**config.mk**
```make
export PLATFORM = sky130hd
export DESIGN_NAME = bram_arbiter_flat
export DESIGN_NICKNAME = d
export VERILOG_FILES = /design/src/rtl/bram_arbiter_if.sv /design/src/rtl/bram_arbiter.sv /design/src/flat_wrapper.sv
export SDC_FILE = /design/constraint.sdc
export NUM_CORES = 1
export LEC_CHECK = 0
export CORE_UTILIZATION = 26
export DETAILED_ROUTE_END_ITERATION = 16
export PLACE_DENSITY = 0.8
export SLEW_MARGIN = 25
export SYNTH_ARGS = -nofsm -noshare
export SYNTH_HDL_FRONTEND = slang
export SYNTH_SLANG_ARGS = --single-unit
```
**constraint.sdc**
```tcl
create_clock -name clk -period 1.7 [get_ports clk]
set_input_delay 0.17 -clock clk [delete_from_list [all_inputs] [get_ports clk]]
set_output_delay 0.17 -clock clk [all_outputs]
set_load 0.01 [all_outputs]
```
**src/rtl/bram_arbiter_if.sv**
```systemverilog
`default_nettype none
// +----------------------------------------------------------------------------+
// | Module   : bram_arbiter_if                                                 |
// | Brief    : Requester and bram-side signal bundle for bram_arbiter.         |
// | Revision : 1.0                                                             |
// +----------------------------------------------------------------------------+
interface bram_arbiter_if #(
    parameter int RAM_WIDTH  = 8,
    parameter int ADDR_WIDTH = 4
);
    logic                  w0_req;
    logic                  w1_req;
    logic                  w0_lock;
    logic                  w1_lock;
    logic [ADDR_WIDTH-1:0] w0_addr;
    logic [ADDR_WIDTH-1:0] w1_addr;
    logic [RAM_WIDTH-1:0]  w0_data;
    logic [RAM_WIDTH-1:0]  w1_data;
    logic                  w0_gnt;
    logic                  w1_gnt;

    logic                  r0_req;
    logic                  r1_req;
    logic                  r0_lock;
    logic                  r1_lock;
    logic [ADDR_WIDTH-1:0] r0_addr;
    logic [ADDR_WIDTH-1:0] r1_addr;
    logic                  r0_gnt;
    logic                  r1_gnt;
    logic                  r0_valid;
    logic                  r1_valid;
    logic [RAM_WIDTH-1:0]  r_data;

    logic                  bram_wr_en;
    logic [ADDR_WIDTH-1:0] bram_wr_addr;
    logic [RAM_WIDTH-1:0]  bram_wr_data;
    logic                  bram_rd_en;
    logic [ADDR_WIDTH-1:0] bram_rd_addr;
    logic [RAM_WIDTH-1:0]  bram_rd_data;

    modport slave (
        input  w0_req, w1_req, w0_lock, w1_lock, w0_addr, w1_addr, w0_data, w1_data,
        input  r0_req, r1_req, r0_lock, r1_lock, r0_addr, r1_addr,
        input  bram_rd_data,
        output w0_gnt, w1_gnt, r0_gnt, r1_gnt, r0_valid, r1_valid, r_data,
        output bram_wr_en, bram_wr_addr, bram_wr_data, bram_rd_en, bram_rd_addr
    );

    modport master (
        output w0_req, w1_req, w0_lock, w1_lock, w0_addr, w1_addr, w0_data, w1_data,
        output r0_req, r1_req, r0_lock, r1_lock, r0_addr, r1_addr,
        output bram_rd_data,
        input  w0_gnt, w1_gnt, r0_gnt, r1_gnt, r0_valid, r1_valid, r_data,
        input  bram_wr_en, bram_wr_addr, bram_wr_data, bram_rd_en, bram_rd_addr
    );
endinterface
`default_nettype wire

```
**src/rtl/bram_arbiter.sv**
```systemverilog
`default_nettype none
// +----------------------------------------------------------------------------+
// | Module   : bram_arbiter                                                    |
// | Brief    : Round-robin write/read port arbiter with locked bursts for bram.|
// | Revision : 1.0                                                             |
// +----------------------------------------------------------------------------+
module bram_arbiter #(
    parameter int RAM_WIDTH  = 8,
    parameter int ADDR_WIDTH = 4
) (
    input  wire logic       clk,
    input  wire logic       rst_n,
    bram_arbiter_if.slave   bus
);
    localparam logic [1:0] c_ST_ARB   = 2'd0;
    localparam logic [1:0] c_ST_HOLD0 = 2'd1;
    localparam logic [1:0] c_ST_HOLD1 = 2'd2;

    // Index 0 is the write port, index 1 the read port; bit k is requester k.
    logic [1:0][1:0] w_req;
    logic [1:0][1:0] w_lock;
    logic [1:0][1:0] w_gnt;
    logic [1:0]      r_valid;

    assign w_req[0]  = {bus.w1_req,  bus.w0_req};
    assign w_req[1]  = {bus.r1_req,  bus.r0_req};
    assign w_lock[0] = {bus.w1_lock, bus.w0_lock};
    assign w_lock[1] = {bus.r1_lock, bus.r0_lock};

    for (genvar p = 0; p < 2; p++) begin : g_port
        logic [1:0] r_state;
        logic [1:0] w_state_nxt;
        logic       r_last;
        logic [1:0] w_rq;
        logic [1:0] w_lk;
        logic [1:0] w_g;

        assign w_rq = w_req[p];
        assign w_lk = w_lock[p];

        always_ff @(posedge clk) begin
            if (!rst_n) begin
                r_state <= c_ST_ARB;
                r_last  <= 1'b1;
            end else begin
                r_state <= w_state_nxt;
                if (|w_g) begin
                    r_last <= w_g[1];
                end
            end
        end

        // A dropped lock or request releases the port in the same cycle.
        always_comb begin
            w_g = 2'b00;
            if (r_state == c_ST_HOLD0 && w_rq[0] && w_lk[0]) begin
                w_g = 2'b01;
            end else if (r_state == c_ST_HOLD1 && w_rq[1] && w_lk[1]) begin
                w_g = 2'b10;
            end else if (&w_rq) begin
                w_g = r_last ? 2'b01 : 2'b10;
            end else begin
                w_g = w_rq;
            end
            if (!rst_n) begin
                w_g = 2'b00;
            end
        end

        always_comb begin
            w_state_nxt = c_ST_ARB;
            if (w_g[0] && w_lk[0]) begin
                w_state_nxt = c_ST_HOLD0;
            end else if (w_g[1] && w_lk[1]) begin
                w_state_nxt = c_ST_HOLD1;
            end
        end

        assign w_gnt[p] = w_g;
    end

    always_comb begin
        bus.bram_wr_addr = '0;
        bus.bram_wr_data = '0;
        if (w_gnt[0][0]) begin
            bus.bram_wr_addr = bus.w0_addr;
            bus.bram_wr_data = bus.w0_data;
        end else if (w_gnt[0][1]) begin
            bus.bram_wr_addr = bus.w1_addr;
            bus.bram_wr_data = bus.w1_data;
        end
    end

    always_comb begin
        bus.bram_rd_addr = '0;
        if (w_gnt[1][0]) begin
            bus.bram_rd_addr = bus.r0_addr;
        end else if (w_gnt[1][1]) begin
            bus.bram_rd_addr = bus.r1_addr;
        end
    end

    always_ff @(posedge clk) begin
        if (!rst_n) begin
            r_valid <= 2'b00;
        end else begin
            r_valid <= w_gnt[1];
        end
    end

    assign bus.w0_gnt     = w_gnt[0][0];
    assign bus.w1_gnt     = w_gnt[0][1];
    assign bus.r0_gnt     = w_gnt[1][0];
    assign bus.r1_gnt     = w_gnt[1][1];
    assign bus.bram_wr_en = |w_gnt[0];
    assign bus.bram_rd_en = |w_gnt[1];

    // Masked so a read granted just before reset never shows valid.
    assign bus.r0_valid   = r_valid[0] & rst_n;
    assign bus.r1_valid   = r_valid[1] & rst_n;
    assign bus.r_data     = bus.bram_rd_data;
endmodule
`default_nettype wire

```
**src/flat_wrapper.sv**
```systemverilog
// flat-port wrapper written by rule: the top's interface ports become plain ports
module bram_arbiter_flat 
#(
    parameter int RAM_WIDTH  = 8,
    parameter int ADDR_WIDTH = 4
)
  (clk, rst_n, bus_w0_req, bus_w1_req, bus_w0_lock, bus_w1_lock, bus_w0_addr, bus_w1_addr, bus_w0_data, bus_w1_data, bus_r0_req, bus_r1_req, bus_r0_lock, bus_r1_lock, bus_r0_addr, bus_r1_addr, bus_bram_rd_data, bus_w0_gnt, bus_w1_gnt, bus_r0_gnt, bus_r1_gnt, bus_r0_valid, bus_r1_valid, bus_r_data, bus_bram_wr_en, bus_bram_wr_addr, bus_bram_wr_data, bus_bram_rd_en, bus_bram_rd_addr);
  bram_arbiter_if #(.RAM_WIDTH(RAM_WIDTH), .ADDR_WIDTH(ADDR_WIDTH)) bus_i ();
  input  wire logic clk;
  input  wire logic rst_n;
  input wire logic [$bits(bus_i.w0_req)-1:0] bus_w0_req;
  input wire logic [$bits(bus_i.w1_req)-1:0] bus_w1_req;
  input wire logic [$bits(bus_i.w0_lock)-1:0] bus_w0_lock;
  input wire logic [$bits(bus_i.w1_lock)-1:0] bus_w1_lock;
  input wire logic [$bits(bus_i.w0_addr)-1:0] bus_w0_addr;
  input wire logic [$bits(bus_i.w1_addr)-1:0] bus_w1_addr;
  input wire logic [$bits(bus_i.w0_data)-1:0] bus_w0_data;
  input wire logic [$bits(bus_i.w1_data)-1:0] bus_w1_data;
  input wire logic [$bits(bus_i.r0_req)-1:0] bus_r0_req;
  input wire logic [$bits(bus_i.r1_req)-1:0] bus_r1_req;
  input wire logic [$bits(bus_i.r0_lock)-1:0] bus_r0_lock;
  input wire logic [$bits(bus_i.r1_lock)-1:0] bus_r1_lock;
  input wire logic [$bits(bus_i.r0_addr)-1:0] bus_r0_addr;
  input wire logic [$bits(bus_i.r1_addr)-1:0] bus_r1_addr;
  input wire logic [$bits(bus_i.bram_rd_data)-1:0] bus_bram_rd_data;
  output wire logic [$bits(bus_i.w0_gnt)-1:0] bus_w0_gnt;
  output wire logic [$bits(bus_i.w1_gnt)-1:0] bus_w1_gnt;
  output wire logic [$bits(bus_i.r0_gnt)-1:0] bus_r0_gnt;
  output wire logic [$bits(bus_i.r1_gnt)-1:0] bus_r1_gnt;
  output wire logic [$bits(bus_i.r0_valid)-1:0] bus_r0_valid;
  output wire logic [$bits(bus_i.r1_valid)-1:0] bus_r1_valid;
  output wire logic [$bits(bus_i.r_data)-1:0] bus_r_data;
  output wire logic [$bits(bus_i.bram_wr_en)-1:0] bus_bram_wr_en;
  output wire logic [$bits(bus_i.bram_wr_addr)-1:0] bus_bram_wr_addr;
  output wire logic [$bits(bus_i.bram_wr_data)-1:0] bus_bram_wr_data;
  output wire logic [$bits(bus_i.bram_rd_en)-1:0] bus_bram_rd_en;
  output wire logic [$bits(bus_i.bram_rd_addr)-1:0] bus_bram_rd_addr;
  assign bus_i.w0_req = bus_w0_req;
  assign bus_i.w1_req = bus_w1_req;
  assign bus_i.w0_lock = bus_w0_lock;
  assign bus_i.w1_lock = bus_w1_lock;
  assign bus_i.w0_addr = bus_w0_addr;
  assign bus_i.w1_addr = bus_w1_addr;
  assign bus_i.w0_data = bus_w0_data;
  assign bus_i.w1_data = bus_w1_data;
  assign bus_i.r0_req = bus_r0_req;
  assign bus_i.r1_req = bus_r1_req;
  assign bus_i.r0_lock = bus_r0_lock;
  assign bus_i.r1_lock = bus_r1_lock;
  assign bus_i.r0_addr = bus_r0_addr;
  assign bus_i.r1_addr = bus_r1_addr;
  assign bus_i.bram_rd_data = bus_bram_rd_data;
  assign bus_w0_gnt = bus_i.w0_gnt;
  assign bus_w1_gnt = bus_i.w1_gnt;
  assign bus_r0_gnt = bus_i.r0_gnt;
  assign bus_r1_gnt = bus_i.r1_gnt;
  assign bus_r0_valid = bus_i.r0_valid;
  assign bus_r1_valid = bus_i.r1_valid;
  assign bus_r_data = bus_i.r_data;
  assign bus_bram_wr_en = bus_i.bram_wr_en;
  assign bus_bram_wr_addr = bus_i.bram_wr_addr;
  assign bus_bram_wr_data = bus_i.bram_wr_data;
  assign bus_bram_rd_en = bus_i.bram_rd_en;
  assign bus_bram_rd_addr = bus_i.bram_rd_addr;
  bram_arbiter #(.RAM_WIDTH(RAM_WIDTH), .ADDR_WIDTH(ADDR_WIDTH)) u_core (.clk(clk), .rst_n(rst_n), .bus(bus_i));
endmodule
```
# Word-level counts from Yosys, hierarchy flattened

Cells that the tools add are included.

Equality and inequality tests: 4
Muxes and demuxes: 20
Bitwise gates (word level): 3
Reduce and logical (&&, ||, !) cells: 18

Operators by type and width:

| cell                 | count |
|---|---|
| $mux W2              | 12 |
| $mux W4              | 4 |
| $mux W8              | 2 |
| $logic_and A1 B1 Y1  | 12 |
| $reduce_or A2 Y1     | 4 |
| $eq A2 B1 Y1 const B | 2 |
| $eq A2 B2 Y1 const B | 2 |
| $reduce_and A2 Y1    | 2 |
| $and A1 B1 Y1        | 2 |
| $mux W1              | 2 |
| $not A1 Y1           | 1 |

Register bits: 8
Input bits: 50
Output and inout bits: 32
Logic and storage cells: 52

# Depth between registers and ports, before layout

Word-level depth: 9
Mapped depth: 5
Depth with buffers taken out: 4

# Worst setup path before layout

No wires, ideal clock.

Path kind: reg2out
Start: register u_core.g_port[1].r_last
End: output port bus_bram_rd_addr[0]
Arrival time: 1277 ps
Data required time: 1530 ps
Slack: 253 ps
Cell stages (with the launch flop): 5
Buffers on the path: 0
Cells stage by stage: dfxtp_1 a21boi_0 o22ai_1 a21oi_1 a22o_1

Elaborated cells on any way between the ends: 7
Those cells by class: mux (7)

RTL lines:

| what                   | line               | source |
|---|---|---|
| start, declared        | bram_arbiter.sv:33 | `logic r_last;` |
| start signal, assigned | bram_arbiter.sv:48 | `r_last <= w_g[1];` |
| $mux W2                | bram_arbiter.sv:61 | `w_g = r_last ? 2'b01 : 2'b10;` |
| $mux W2                | bram_arbiter.sv:60 | `end else if (&w_rq) begin` |
| $mux W2                | bram_arbiter.sv:58 | `end else if (r_state == c_ST_HOLD1 && w_rq[1] && w_lk[1]) begin` |
| $mux W2                | bram_arbiter.sv:56 | `if (r_state == c_ST_HOLD0 && w_rq[0] && w_lk[0]) begin` |
| $mux W2                | bram_arbiter.sv:65 | `if (!rst_n) begin` |
| via bus_r0_gnt         | flat_wrapper.sv:28 | `output wire logic [$bits(bus_i.r0_gnt)-1:0] bus_r0_gnt;` |
| $mux W4                | bram_arbiter.sv:96 | `if (w_gnt[1][0]) begin` |
| end, declared          | flat_wrapper.sv:37 | `output wire logic [$bits(bus_i.bram_rd_addr)-1:0] bus_bram_rd_addr;` |

The timed path passes the listed nets, and every way through them passes these cells.

# Worst setup path in the final report

Start: register u_core.g_port[0].r_state[0]
End: output port bus_bram_wr_addr[1]

Longest elaborated chain between the ends: 8
Elaborated cells on any way between the ends: 11
Those cells by class: eq/ne (2); mux (5); reduce/logical (4)

RTL lines:

| what                             | line               | source |
|---|---|---|
| start, declared                  | bram_arbiter.sv:31 | `logic [1:0] r_state;` |
| start signal, assigned           | bram_arbiter.sv:43 | `r_state <= c_ST_ARB;` |
| start signal, assigned           | bram_arbiter.sv:46 | `r_state <= w_state_nxt;` |
| $eq A2 B2 Y1                     | bram_arbiter.sv:58 |  |
| $logic_and A1 B1 Y1 (2 in a row) | bram_arbiter.sv:58 |  |
| $mux W2                          | bram_arbiter.sv:58 |  |
| $mux W2 (*)                      | bram_arbiter.sv:56 |  |
| $mux W2 (*)                      | bram_arbiter.sv:65 |  |
| $mux W4                          | bram_arbiter.sv:88 | `end else if (w_gnt[0][1]) begin` |
| $mux W4 (*)                      | bram_arbiter.sv:85 | `if (w_gnt[0][0]) begin` |
| end, declared                    | flat_wrapper.sv:34 | `output wire logic [$bits(bus_i.bram_wr_addr)-1:0] bus_bram_wr_addr;` |

Mark *: on every way between the ends. The rest lies on a longest branch, timed or not.

==> metrics.md <==
| Metric | Value |
|---|---|
| RSZ-0062 raised after global routing | `true` |
| Min-Delay Path Class | `input pin to flop` |
| Met2 usage | `0.449` |
| Startpoint types | `flop` |
| Deepest level of the CTS H-tree | `1` |
| Final WL | `3.33 mm` |
| Setup crit end kind | `output port` |
| Rows | `18` |
| Post-synth top flop | `dfxtp_1` |
| Clock Skew | `2.58 ps` |
| Status | `complete, but fails checks` |
| Routability Congestion | `0.886` |
| CTS root buf | `clkbuf_4` |
| Netlist Area Pre-Place | `669 sq um` |
| Worst-Margin Slew | `234 ps` |
| Yosys warnings | `0` |
| Nets | `225` |
| Gr ovfl total | `0` |
| Arrival @ worst endpoint | `1720 ps` |
| Die Ht | `52.7 microns` |
| Failing checks | `setup timing` |
| LEAKAGE | `0.826 nW` |
| CP peak stage delay | `370 ps` |
| Number of global-route vias before repair | `1015` |
| Reg clk slew, reported paths | `60 ps` |
| Clk_lat worst skew | `250 ps` |
| Power per Cell Area | `455 nW/um^2` |
| Buffers added on ports | `65` |
| # IOs | `82` |
| Syn Inst Count | `79` |
| Critical Path, Cell by Cell | `a21oi_4 > or2_1 > a31oi_2 > buf_4 > buf_6 > a22o_1 > buf_2` |
| Simple-Gate Fraction of Synth Area | `0.209` |
| Post-synthesis mux area share | `0` |
| Wire per inst | `16.4 microns` |
| Synth-to-Final Area Change | `154%` |
| Bufs on Longest Clock Path | `2` |
| Non-Filler Instances | `203` |
| Global Route met1 Usage | `0.184` |
| Min-Delay Startpoint | `bus_r1_lock` |
| EDFF count, synth | `0` |
| Total track usage | `0.220` |
| Fin crit period | `1890 ps` |
| Dominant combinational cell family by area after synthesis | `compound AO/OA/AOI/OAI gates` |
| Die ar. | `2780 sq um` |
| Synth cell count leaders | `a22o_1, a22o_2, buf_4, dfxtp_1` |
| Hold Vio Cnt, Final | `0` |
| Via/cell ratio | `5.17` |
| Worst vdd ir | `283 uV` |
| Initial Utilization | `0.273` |
| Routed Antenna Nets | `0` |
| WP data required | `1530 ps` |
| Number of library cell types mapped by synthesis | `25` |
| Synth top area share | `0.239` |
| Final Cycle Share | `1.11` |
| Worst Hold End | `u_core.g_port[1].r_state[1]$_SDFF_PP0_` |
| Multi-input gate area | `538 sq um` |
| CP max FO | `4` |
| Routed via count | `1050` |
| Setup WS post-layout | `-186 ps` |
| Util after Layout | `0.693` |
| Post-synthesis xor/xnor area fraction | `0` |
| R2R depth | `7` |
| Initial antenna violation count | `0` |
| Max-Cap Viols | `0` |
| Setup-failing EPs final | `17` |
| Routing usage on met3 | `0.0841` |
| TritonCTS clock tree | `done` |
| R2R Path End | `u_core.g_port[0].r_state[1]$_SDFF_PP0_` |
| Global-route wire length before repair | `4.46 mm` |
| Remaining DRCs | `0` |
| Slowest CP cell | `dfxtp_4` |
| Hold depth | `2` |
| R2R Setup Slk | `310 ps` |
| Post-Syn Nets | `129` |
| Tot Pwr | `773 uW` |
| Synth area leaders | `dfxtp_1, a22o_2, a22o_1` |
| Crit path kind | `flop to output port` |
| Sequential-to-total area share from yosys stat | `0.239` |
| Gr busiest metal | `met2` |
| Fill cell count | `197` |
| CTS Buf Count | `3` |
| Pre-CTS worst setup slack | `-502 ps` |
| Num Clock Sinks | `8` |
| Initial DRC Count | `15` |
| Core Footprint | `2450 sq um` |
| Die Wd | `52.7 microns` |
| Synth Area in Adders | `0` |
| Number of synthesized register bits | `8` |
| Worst reg2reg startpoint | `u_core.g_port[0].r_state[0]$_SDFF_PN0_` |
| 1st-pass router iterations | `4` |
| Synth Area in Compound Gates | `0.417` |
| Average cell area after synthesis | `8.47 sq um` |
| Layout cells sized above 1 | `0.468` |
| Final slew viol count | `0` |
| Max Freq | `530 MHz` |
| ANT cells | `0` |
| Post-DP HPWL | `2.12 mm` |
| Post-synth top area cell | `dfxtp_1` |
| Register area | `170 sq um` |
| Placed Cells | `186` |
| Largest net degree at the start of global routing | `7` |
| Worst rel slew slack | `0.844` |
| Share of async-settable or async-resettable flops after synthesis | `0` |
[registers in the layout, summed over array words and instances, names as in the netlist]
name and count:
u_core.g_port.r_state 4, u_core.r_valid 2, u_core.g_port.r_last 2
[cell usage in the layout (no fill, tap or decap), types with 7 or more instances in the layout]
| cell type | netlist | routed |
|---|---|---|
| buf_6 | 2 | 22 |
| a22o_1 | 8 | 8 |
| dlygate4sd2_1 | 0 | 8 |
| clkdlybuf4s50_1 | 0 | 36 |
| buf_2 | 0 | 8 |
| nand3_1 | 7 | 7 |
| buf_4 | 8 | 25 |
| a22o_4 | 0 | 7 |
| nand2_1 | 7 | 7 |
[worst max-delay path by stage]
stage	start	to
finish	u_core.g_port[0].r_state[0]$_SDFF_PN0_	bus_bram_wr_addr[1]
global route	u_core.g_port[0].r_state[0]$_SDFF_PN0_	bus_bram_wr_addr[0]
CTS	u_core.g_port[0].r_state[0]$_SDFF_PN0_	bus_bram_wr_addr[0]
detailed placement	bus_r1_lock	bus_bram_rd_addr[1]
global placement	bus_w0_lock	bus_bram_wr_data[2]
floorplan	u_core.g_port[1].r_last$_SDFFE_PN1P_	bus_bram_rd_addr[0]
[metrics by stage]
| stage | hold slack (ps) | TNS, ps | area, sq um |
|---|---|---|---|
| after floorplan | 258 | 0 | 669 |
| after global placement | 340 | -8450 | 1440 |
| after detailed placement | 340 | -9480 | 1440 |
| after CTS | 340 | -1070 | 1650 |
| after global routing | 340 | -3030 | 1700 |
| final | 338 | -1990 | 1700 |
[layer usage]
| metal | up-vias | share of wire |
|---|---|---|
| met5 | - | 0 |
| met4 | 0 | 0.031 |
| met3 | 14 | 0.14 |
| met2 | 73 | 0.52 |
| met1 | 481 | 0.31 |
| li1 | 482 | - |
[area by class of cell]
type,instances,area share
timing repair buffer,102,0.546
multi-input combinational,59,0.316
sequential,8,0.100
tap,30,0.0221
clock buffer,3,0.0132
inverter,1,0.00221
[critical path: cells and delay by family, from the launching register on]
family	cells	cell delay, ps
AOI/OAI and AO/OA	3	440
and+or+nand+nor	1	240
buffers and inverters	3	420
DFF	1	370
[report_power, final]
| group | internal (mW) | total, mW | switching (mW) | leakage [nW] |
|---|---|---|---|---|
| Clock | 0.0810 | 0.148 | 0.0672 | 0.0138 |
| Sequential | 0.197 | 0.207 | 0.00958 | 0.0670 |
| Combinational | 0.261 | 0.418 | 0.157 | 0.745 |
[cells by family (layout without fill, tap and decap cells)]
family,Yosys count,after routing
AND/OR/NAND/NOR,26,26
AO/OA/AOI/OAI,33,33
buffers and inverters,12,106
flip-flops,8,8
[timing repair]
item,CTS,global route
hold endpoints to repair,0,0
pin swaps,18,9
buffers inserted,14,1
gates cloned,2,0
resized for setup,124,14
endpoints found under the setup margin,24,20
hold buffers,0,0
Note: power is estimated with default switching activity, not from simulation.
